--- config.mk ---
export PLATFORM = sky130hd
export DESIGN_NAME = mux_rr_scheduler
export DESIGN_NICKNAME = d
export VERILOG_FILES = /design/src/rtl/mux_rr_scheduler.sv
export SDC_FILE = /design/constraint.sdc
export NUM_CORES = 1
export LEC_CHECK = 0
export CAP_MARGIN = 5
export CORE_MARGIN = 8
export CORE_UTILIZATION = 30
export CTS_CLUSTER_SIZE = 24
export DETAILED_ROUTE_END_ITERATION = 10
export SYNTH_ARGS = -nofsm -noshare
export SYNTH_HDL_FRONTEND = slang
export SYNTH_SLANG_ARGS = --single-unit
--- constraint.sdc ---
create_clock -name clk -period 4.7 [get_ports clk]
set_clock_uncertainty 0.1 [all_clocks]
set_input_delay 0.705 -clock clk [delete_from_list [all_inputs] [get_ports clk]]
set_output_delay 0.705 -clock clk [all_outputs]
set_load 0.05 [all_outputs]
--- src/rtl/mux_rr_scheduler.sv ---
// mux_rr_scheduler: round-robin arbiter driving the select lines of a 4:1 mux.
// A grant is held for at most MAX_HOLD cycles. Every grant is followed by one
// dead (TURN) cycle with gnt = 0, so two requesters never overlap on the mux
// output. All outputs are registered.
module mux_rr_scheduler #(
  parameter int MAX_HOLD = 4
) (
  input  logic       clk,
  input  logic       rst,
  input  logic [3:0] req,
  output logic [3:0] gnt,
  output logic       s1,
  output logic       s0,
  output logic       busy
);

  localparam int CW = $clog2(MAX_HOLD + 1);
  localparam logic [CW-1:0] MAX_CNT  = CW'(MAX_HOLD);
  localparam logic [CW-1:0] CNT_ZERO = {CW{1'b0}};
  localparam logic [CW-1:0] CNT_ONE  = CW'(1);

  typedef enum logic [1:0] {
    IDLE = 2'b00,
    HOLD = 2'b01,
    TURN = 2'b10
  } state_t;

  state_t        state_r;
  state_t        state_s;
  logic [1:0]    last_r;
  logic [1:0]    last_s;
  logic [CW-1:0] hold_cnt_r;
  logic [CW-1:0] hold_cnt_s;
  logic [3:0]    gnt_s;
  logic [1:0]    sel_s;
  logic [2:0]    win_s;

  // Round-robin search: first requester at or after (last+1) mod 4, with
  // wrap-around. Result is {found, index}. Iterating from the farthest
  // offset down lets the nearest requester overwrite the result.
  function automatic logic [2:0] pick_winner(input logic [3:0] req_v,
                                             input logic [1:0] last_v);
    logic [2:0] res;
    logic [1:0] idx;
    res = 3'b000;
    for (int off = 4; off >= 1; off--) begin
      idx = last_v + off[1:0];
      if (req_v[idx]) begin
        res = {1'b1, idx};
      end else begin
        res = res;
      end
    end
    return res;
  endfunction

  // Index to one-hot grant vector.
  function automatic logic [3:0] to_onehot(input logic [1:0] idx);
    return 4'b0001 << idx;
  endfunction

  // Next-state, next-grant and counter logic.
  always_comb begin
    state_s    = state_r;
    last_s     = last_r;
    hold_cnt_s = hold_cnt_r;
    gnt_s      = gnt;
    sel_s      = {s1, s0};
    win_s      = pick_winner(req, last_r);
    case (state_r)
      IDLE, TURN: begin
        if (win_s[2]) begin
          state_s    = HOLD;
          gnt_s      = to_onehot(win_s[1:0]);
          sel_s      = win_s[1:0];
          last_s     = win_s[1:0];
          hold_cnt_s = CNT_ONE;
        end else begin
          state_s    = IDLE;
          gnt_s      = 4'b0000;
          hold_cnt_s = CNT_ZERO;
        end
      end
      HOLD: begin
        // last_r is the current owner; other requests are ignored here.
        if (req[last_r] && (hold_cnt_r < MAX_CNT)) begin
          state_s    = HOLD;
          hold_cnt_s = hold_cnt_r + CNT_ONE;
        end else begin
          state_s    = TURN;
          gnt_s      = 4'b0000;
          hold_cnt_s = CNT_ZERO;
        end
      end
      default: begin
        state_s    = IDLE;
        gnt_s      = 4'b0000;
        hold_cnt_s = CNT_ZERO;
      end
    endcase
  end

  // State and output registers; reset gives requester 0 first priority.
  always_ff @(posedge clk) begin
    if (rst) begin
      state_r    <= IDLE;
      last_r     <= 2'd3;
      hold_cnt_r <= CNT_ZERO;
      gnt        <= 4'b0000;
      s1         <= 1'b0;
      s0         <= 1'b0;
      busy       <= 1'b0;
    end else begin
      state_r    <= state_s;
      last_r     <= last_s;
      hold_cnt_r <= hold_cnt_s;
      gnt        <= gnt_s;
      s1         <= sel_s[1];
      s0         <= sel_s[0];
      busy       <= |gnt_s;
    end
  end

endmodule

# Word level (Yosys, flattened, before mapping)

Index checks and enable logic that the tools add are counted.

Register bits after elaboration: 14
Input port bits: 6
Output and inout bits: 7
Word-level logic and storage cells: 45

Add/subtract/negate cells: 4
Order comparisons: 5
Eq/ne operators: 2
Shift-type cells: 1
Muxes and demuxes: 21
Reductions and logical operators: 5

Operators with widths:

| kind                                                                          | number |
|---|---|
| 3-bit 2-to-1 mux                                                              | 5 |
| 2-bit by 3-bit less-than comparator with 1-bit output (second input constant) | 4 |
| 1-bit binary-select mux with 2-bit select                                     | 4 |
| 4-bit 2-to-1 mux                                                              | 2 |
| 4-bit case mux with 2 select lines                                            | 1 |
| 1-bit 2-to-1 mux                                                              | 6 |
| 3-bit case mux with 2 select lines                                            | 1 |
| 2-bit adder (second input constant)                                           | 2 |
| 2-bit case mux with 2 select lines                                            | 1 |
| 4-bit OR reduction                                                            | 1 |
| 1-bit by 2-bit left shift with 4-bit output (first input constant)            | 1 |
| 3-bit by 1-bit adder with 3-bit output (second input constant)                | 1 |
| 3-bit less-than comparator (second input constant)                            | 1 |
| 2-bit by 1-bit adder with 2-bit output (second input constant)                | 1 |
| 2-bit by 1-bit equality test with 1-bit output (second input constant)        | 1 |
| 2-bit equality test (second input constant)                                   | 1 |
| 2-bit logical NOT                                                             | 1 |
| 2-bit 2-to-1 mux                                                              | 1 |
| 2-bit AND reduction                                                           | 1 |
| 2-bit OR reduction                                                            | 1 |
| 1-bit logical AND                                                             | 1 |

# Longest topological paths before layout

Gate-level depths: netlist of run 1.

Word-level depth: 10
Mapped depth: 4
Depth with buffers taken out: 4

# Worst setup path before layout of run 1

No wires, ideal clock.

Path type: input to register
From: in req[3]
To: reg gnt[1]
Library setup time: 0.117 ns
Arrival time: 1.589 ns
Required time: 4.483 ns
Path slack: 2.894 ns
Cell stages on the path: 3
Path buffers: 0
Cells stage by stage: mux4_2 -> nor3b_4 -> a32o_2

Cells in the longest elaborated chain, start to end: 9
Elaborated cells on any way between the ends: 17
Those cells by class: 1 x shift; 15 x mux; 1 x reduce/logical

Ends and longest elaborated chain:

| item                                        | RTL line | source |
|---|---|---|
| from (decl)                                 | 10       | `input logic [3:0] req,` |
| 1-bit binary-select mux with 2-bit select   | 48, 86   |  |
| 1-bit 2-to-1 mux (not written as such)      | 48, 86   |  |
| 3-bit 2-to-1 mux (4 in series)              | 48       | `if (req_v[idx]) begin` |
| 1-bit by 2-bit left shift with 4-bit output | 59       | `return 4'b0001 << idx;` |
| 4-bit 2-to-1 mux                            | 72       | `if (win_s[2]) begin` |
| 4-bit case mux with 2 select lines (*)      | 70       | `case (state_r)` |
| to (signal assigned)                        | 117      | `gnt <= gnt_s;` |
| to (decl)                                   | 11       | `output logic [3:0] gnt,` |

Every way passes the cells marked *; elsewhere a longest branch is shown, timed or not. The select of a mux whose other input is x is not followed.
A chain may end at the register's enable or synchronous reset.

# Worst setup path after layout of run 1

From: reg gnt[3]
To: out gnt[3]

No word-level cell between the ends.

==> results.json, run 1 <==
{
  "status": "complete, no violations",
  "total_switching_power_uw": 89.46,
  "critical_path.max_stage_delay_ns": 0.81,
  "seqPwrFrac_pct": 48.7,
  "grt_antenna_before_repair": 0,
  "route.vias.total": 536,
  "die_x_microns": 62.12,
  "fin_hold_ws_ns": 0.3644,
  "timing.critical_path.to_type": "output pin",
  "cp_data_arrival_time_ns": 1.44,
  "syn-mean-instance-area_sq_um": 9.384,
  "cts.hold.buffers_added": 0,
  "gr-usage-all-layers_pct": 7.480,
  "timing.setup.critical_path_class": "reg -> out",
  "htree_num_levels": 1,
  "die_height_microns": 62.12,
  "antenna_violating_nets_post_route": 0,
  "crit_path_start_kind": "register",
  "final.min_clock_period_ns": 2.248,
  "crit_required_ns": 3.89,
  "worstSetupEndpoint": "gnt[3]",
  "synthToLayoutAreaGrowth_pct": 27.06,
  "power.static_leakage_nw": 0.3110,
  "cts.sinks": 14,
  "worst-r2r-cell-count": 3,
  "avgRoutedWirePerCell_microns": 12.37,
  "grt_pass1_vias": 533,
  "worst-r2r-setup-slack_ns": 3.11,
  "synthDominantAreaCellType": "dfxtp_1",
  "tritoncts": "built",
  "post_cts.resized_instances": 0,
  "yosys-top-cells-area": "dfxtp_1 44%, nor2_1 4.7%, nor2b_1 3.9%",
  "rows": 16,
  "max_freq_mhz": 444.8,
  "grt_first_pass_wirelength_microns": 2346,
  "drt-pass1-iter-count": 4,
  "origin_of_the_worst_setup_path": "gnt[3]$_SDFF_PP0_",
  "final_min_period_over_clock_period_pct": 47.83,
  "hold_violations": 0,
  "cp_cell_sequence": "clkdlybuf4s50_1",
  "place_congestion": 0.7359,
  "seq_area_frac_synth_pct": 43.92,
  "cellPowerDensity_nw_per_um2": 346.9,
  "design.core.area_sq_um": 1982,
  "grt_overflow_total": 0,
  "yosys.cell_count.top_type": "dfxtp_1",
  "worst-path-max-fanout": 3,
  "clkTransAtPathRegs_ns": 0.08,
  "drc": 0,
  "power.share.clock_pct": 22.9,
  "clkLatencyLatePin_ns": 0.27,
  "synthesis.yosys.warnings": 0,
  "postSynthCellCount": 68,
  "intPower_uw": 191.8,
  "unrepaired_setup_endpoints_after_global_routing": "no",
  "synthesis.area_sq_um": 638.1,
  "routed_via_density": 4.917,
  "final.fill_count": 205,
  "worst-path-buf-inv": 1,
  "slew_headroom_pct": 64.94,
  "crit_path_leading_delay_family": "buffers and inverters",
  "post-dp-hpwl_microns": 1063,
  "p_comb_share_pct": 28.4,
  "placed_cell_area_sq_um": 788.3,
  "share_of_yosys_cell_area_claimed_by_the_top_area_cell_type_pct": 43.92,
  "pre_cts_ws_ns": 2.283,
  "min_path_type": "reg -> reg",
  "fin_nets": 91,
  "rr_endpoint": "gnt[1]$_SDFF_PP0_",
  "timing.max_cap.violations": 0,
  "ys_types": 31,
  "netlist_top_cells_count": "14 x dfxtp_1, 8 x nor2_1, 4 x a21oi_1, 4 x nand2_1, 4 x nor2b_1",
  "drive_above_1_share_pct": 12.20,
  "die_area_sq_um": 3859,
  "swShare_pct": 31.81,
  "rr_startpoint": "last_r[1]$_SDFFE_PP1P_",
  "grt_start_max_net_pins": 12,
  "cts_buffers": 3,
  "final-setup-viol-count": 0,
  "setup-tns-final_ns": 0,
  "overall_power_uw": 281.3,
  "start_util_pct": 32.20,
  "wl_microns": 1348,
  "timing.critical_path.depth": 1,
  "finish.instance_area_sq_um": 810.8,
  "post-cts-setup-buffers": 0,
  "num_antenna_cells": 0,
  "yosys_most_used_dff": "dfxtp_1",
  "slew_viol_final": 0,
  "design.portCount": 13,
  "synth_edf_count": 0,
  "synth.ff_latch_count": 14,
  "synthesis.nets": 75,
  "crit_path_top_delay_cell": "clkdlybuf4s50_1",
  "drt_first_iter_violations": 13,
  "worst_slew_pin_slew_ns": 0.5258,
  "max-vdd-ir-drop_mv": 0.1564,
  "ctsRootBufferMaster": "clkbuf_4",
  "async_reset_ff_share_pct": 0,
  "clk_path_buf_depth": 2,
  "setup_slack_ns": 2.452,
  "numPortBuffers": 12
}
-- worst min path at each step --
stage	from	endpoint	cells after the start
2_1_floorplan	state_r[1]$_SDFF_PP0_	hold_cnt_r[0]$_SDFF_PP0_	2
3_3_place_gp	s1$_SDFFE_PP0P_	s1$_SDFFE_PP0P_	2
3_5_place_dp	s1$_SDFFE_PP0P_	s1$_SDFFE_PP0P_	2
4_1_cts	s1$_SDFFE_PP0P_	s1$_SDFFE_PP0P_	2
5_1_grt	s1$_SDFFE_PP0P_	s1$_SDFFE_PP0P_	2
6_report	s1$_SDFFE_PP0P_	s1$_SDFFE_PP0P_	2
-- flip-flops by register name, indices dropped and copies added (netlist names) --
register    flops
state_r         2
gnt             4
last_r          2
s1              1
s0              1
busy            1
hold_cnt_r      3
-- tightest hold or removal path, delay by kind of cell (launching register included) --
kind | cells | cell delay, ns
DFF | 1 | 0.32
AOI/OAI and AO/OA | 1 | 0.05
and+or+nand+nor | 1 | 0.05
-- cell families after synthesis --
logic type | count (synthesis) | share of synthesized area [%]
AO/OA/AOI/OAI | 17 | 18.63
adder cells (fa/ha/maj) | 1 | 1.960
buffers and inverters | 3 | 1.765
flip-flops | 14 | 43.92
multiplexers | 1 | 3.529
AND/OR/NAND/NOR | 32 | 30.20
-- area by class of cell --
type	count	area [sq um]	area share, %
multi-input combinational	51	346.6	42.75
sequential	14	280.3	34.57
timing repair buffer	12	120.1	14.81
tap	27	33.78	4.167
clock buffer	3	22.52	2.778
inverter	2	7.507	0.9259
-- per-stage QoR --
| stage | utilization, % | std cells |
|---|---|---|
| after CTS | 40.91 | 109 |
| after floorplan | - | 68 |
| after global routing | 40.91 | 109 |
| final | 40.91 | 109 |
| after detailed placement | 39.77 | 106 |
| after global placement | 39.77 | 106 |
-- power groups by stage --
stage               clock network (mW)  registers (mW)  logic (mW)
finish                          0.0643           0.137      0.0798
global route                    0.0782           0.139      0.0866
CTS                             0.0696           0.137      0.0805
detailed placement                   0           0.140      0.0802
global placement                     0           0.140      0.0796
floorplan                            0           0.158      0.0363
-- placed cells by master, fill, tap and decap left out, types with 3 or more instances in the layout --
cell type / count
dfxtp_1: 14
clkdlybuf4s50_1: 12
nor2_1: 8
a21oi_1: 4
nor2b_1: 4
nand2_1: 4
o21ai_0: 3
clkbuf_4: 3
-- per-layer routing --
layer	track usage (%)	vias up	wire [microns]
met2	10.48	10	599
met1	9.194	246	650
met5	0	-	0
li1	-	278	-
met4	4.373	0	14
met3	3.226	2	83
No activity file was read; power rests on OpenSTA's default activity.
==> run 2, diff against run 1 <==
==> constraint.sdc (replaced) <==
create_clock -name clk -period 2.3 [get_ports clk]
set_clock_uncertainty 0.1 [all_clocks]
set_input_delay 0.345 -clock clk [delete_from_list [all_inputs] [get_ports clk]]
set_output_delay 0.345 -clock clk [all_outputs]
set_load 0.05 [all_outputs]
==> run 2 against run 1 <==
  * Worst hold slack improved by 0.0014 ns
  * Via count rose by 6.9%
  * First-iteration DRC count rose by 23%
  * Non-clock buffer count rose by 2
  * Clock-buffer cell count rose by 1
  * Routed wire length rose by 7.6%
  * Global-route usage rose by 0.69 points
  * Register-to-register slack got worse by 2.4 ns
  * Sequential cell count did not move
  * Final cell count rose by 2.8%
  * Critical path type unchanged
  * Highest routed layer unchanged
  * Critical path depth did not move
  * Power rose by 120%
==> results.json, run 2 (synthesis results as in run 1) <==
{
  "status": "complete, no violations",
  "tritoncts": "built",
  "highest_count_cells_in_the_layout_ignoring_fill_and_taps": "14 x dfxtp_1, 12 x clkdlybuf4s50_1, 8 x nor2_1",
  "max-vdd-ir-drop_mv": 0.4484,
  "crit_required_ns": 1.86,
  "grt_start_max_net_pins": 11,
  "grt_pass1_vias": 565,
  "drt_first_iter_violations": 16,
  "largest_register_ffs": 4,
  "place_congestion": 0.7671,
  "gr-usage-all-layers_pct": 8.174,
  "timing.critical_path.to_type": "output pin",
  "ctsRootBufferMaster": "clkbuf_4",
  "rr_startpoint": "last_r[1]$_SDFFE_PP1P_",
  "finalNonFillerCells": 112,
  "number_of_placed_instances_with_taps_included": 108,
  "die_height_microns": 62.12,
  "cts_buffers": 3,
  "power.static_leakage_nw": 0.3274,
  "synthToLayoutAreaGrowth_pct": 31.57,
  "multi_input_area_sq_um": 346.6,
  "num_antenna_cells": 0,
  "grt_antenna_before_repair": 0,
  "crit_path_top_delay_cell": "clkdlybuf4s50_1",
  "drive_above_1_share_pct": 15.29,
  "area.sequential_sq_um": 280.3,
  "finish.instance_area_sq_um": 839.6,
  "timing.max_cap.violations": 0,
  "clk_path_buf_depth": 2,
  "slew_viol_final": 0,
  "route.vias.total": 573,
  "worst-r2r-setup-slack_ns": 0.72,
  "drc": 0,
  "final_min_period_over_clock_period_pct": 82.29,
  "post-cts-setup-buffers": 0,
  "crit_path_leading_delay_family": "buffers and inverters",
  "origin_of_the_worst_setup_path": "gnt[0]$_SDFF_PP0_",
  "layout_commonest_cell": "dfxtp_1",
  "grt_overflow_total": 0,
  "fin_hold_ws_ns": 0.3658,
  "post_cts.resized_instances": 0,
  "overall_power_uw": 624.6,
  "wl_microns": 1450,
  "crit_path_start_kind": "register",
  "design.core.area_sq_um": 1982,
  "antenna_violating_nets_post_route": 0,
  "worst-path-buf-inv": 1,
  "clkLatencyLatePin_ns": 0.28,
  "max_freq_mhz": 528.3,
  "reg.largest.list": "gnt: 4 flops, hold_cnt_r: 3 flops",
  "final-setup-viol-count": 0,
  "cts.hold.buffers_added": 0,
  "numPortBuffers": 12,
  "cp_cell_sequence": "clkdlybuf4s50_1",
  "fin_nets": 93,
  "drt-pass1-iter-count": 4,
  "grt_first_pass_wirelength_microns": 2580,
  "routed_via_density": 5.116,
  "slew_headroom_pct": 64.05,
  "critical_path.max_stage_delay_ns": 0.81,
  "rows": 16,
  "placed_cell_area_sq_um": 803.3,
  "die_area_sq_um": 3859,
  "unrepaired_setup_endpoints_after_global_routing": "no",
  "regMostFlops": "gnt",
  "cts.sinks": 14,
  "clkTransAtPathRegs_ns": 0.08,
  "timing.setup.critical_path_class": "reg -> out",
  "die_x_microns": 62.12,
  "cp_data_arrival_time_ns": 1.45,
  "design.portCount": 13,
  "worst_slew_pin_slew_ns": 0.5324,
  "post-dp-hpwl_microns": 1145,
  "hold_violations": 0,
  "final.min_clock_period_ns": 1.893,
  "cellPowerDensity_nw_per_um2": 743.9,
  "avgRoutedWirePerCell_microns": 12.95,
  "worst-path-max-fanout": 3,
  "start_util_pct": 32.20,
  "setup-tns-final_ns": 0,
  "final.fill_count": 203,
  "htree_num_levels": 1,
  "min_path_type": "reg -> reg",
  "hp-start": "s1$_SDFFE_PP0P_"
}
## run 2: cell types whose count changed in the layout (fill, tap and decap cells not counted)
cell,delta
buf_4,+2
clkbuf_8,+1
## run 2: worst reg2reg max path: cells and delay by family, from the launching register on
kind / cells / cell delay [ns]
flops: 1 / 0.40
compound gates: 1 / 0.26
mux: 1 / 0.53
simple gates: 1 / 0.19
## run 2: area by class of cell
| cell class | count | area share, % |
|---|---|---|
| clock buffers | 4 | 4.322 |
| inverters | 2 | 0.8942 |
| multi-input cells | 51 | 41.28 |
| flip-flops and latches | 14 | 33.38 |
| well taps | 27 | 4.024 |
| repair buffers | 14 | 16.10 |
## run 2: final timing paths
path,endpoint,cells after the start
max,gnt[0],1
min,s1$_SDFFE_PP0P_,2
max reg2reg,gnt[1]$_SDFF_PP0_,3
min reg2reg,s1$_SDFFE_PP0P_,2
## run 2: metrics by stage
stage                     util, %  setup WS, ns
after floorplan                 -        0.7958
after global placement      40.53        0.2659
after detailed placement    40.53        0.2386
after CTS                   42.36        0.3783
after global routing        42.36        0.3334
final                       42.36        0.4073
## run 2: report_power, final
group / leakage (nW) / switching, mW / total [mW] / internal (mW)
clock network: 0.0210 / 0.0802 / 0.176 / 0.0962
registers: 0.115 / 0.0158 / 0.280 / 0.264
logic: 0.191 / 0.0978 / 0.168 / 0.0703
## run 2: per-layer routing
metal  track usage [%]  wire [microns]  up-vias
met4             5.248              13        0
met5                 0               0        -
met1             9.381             647      276
met2             12.16             689       11
met3             3.405              98        2
li1                  -               -      284
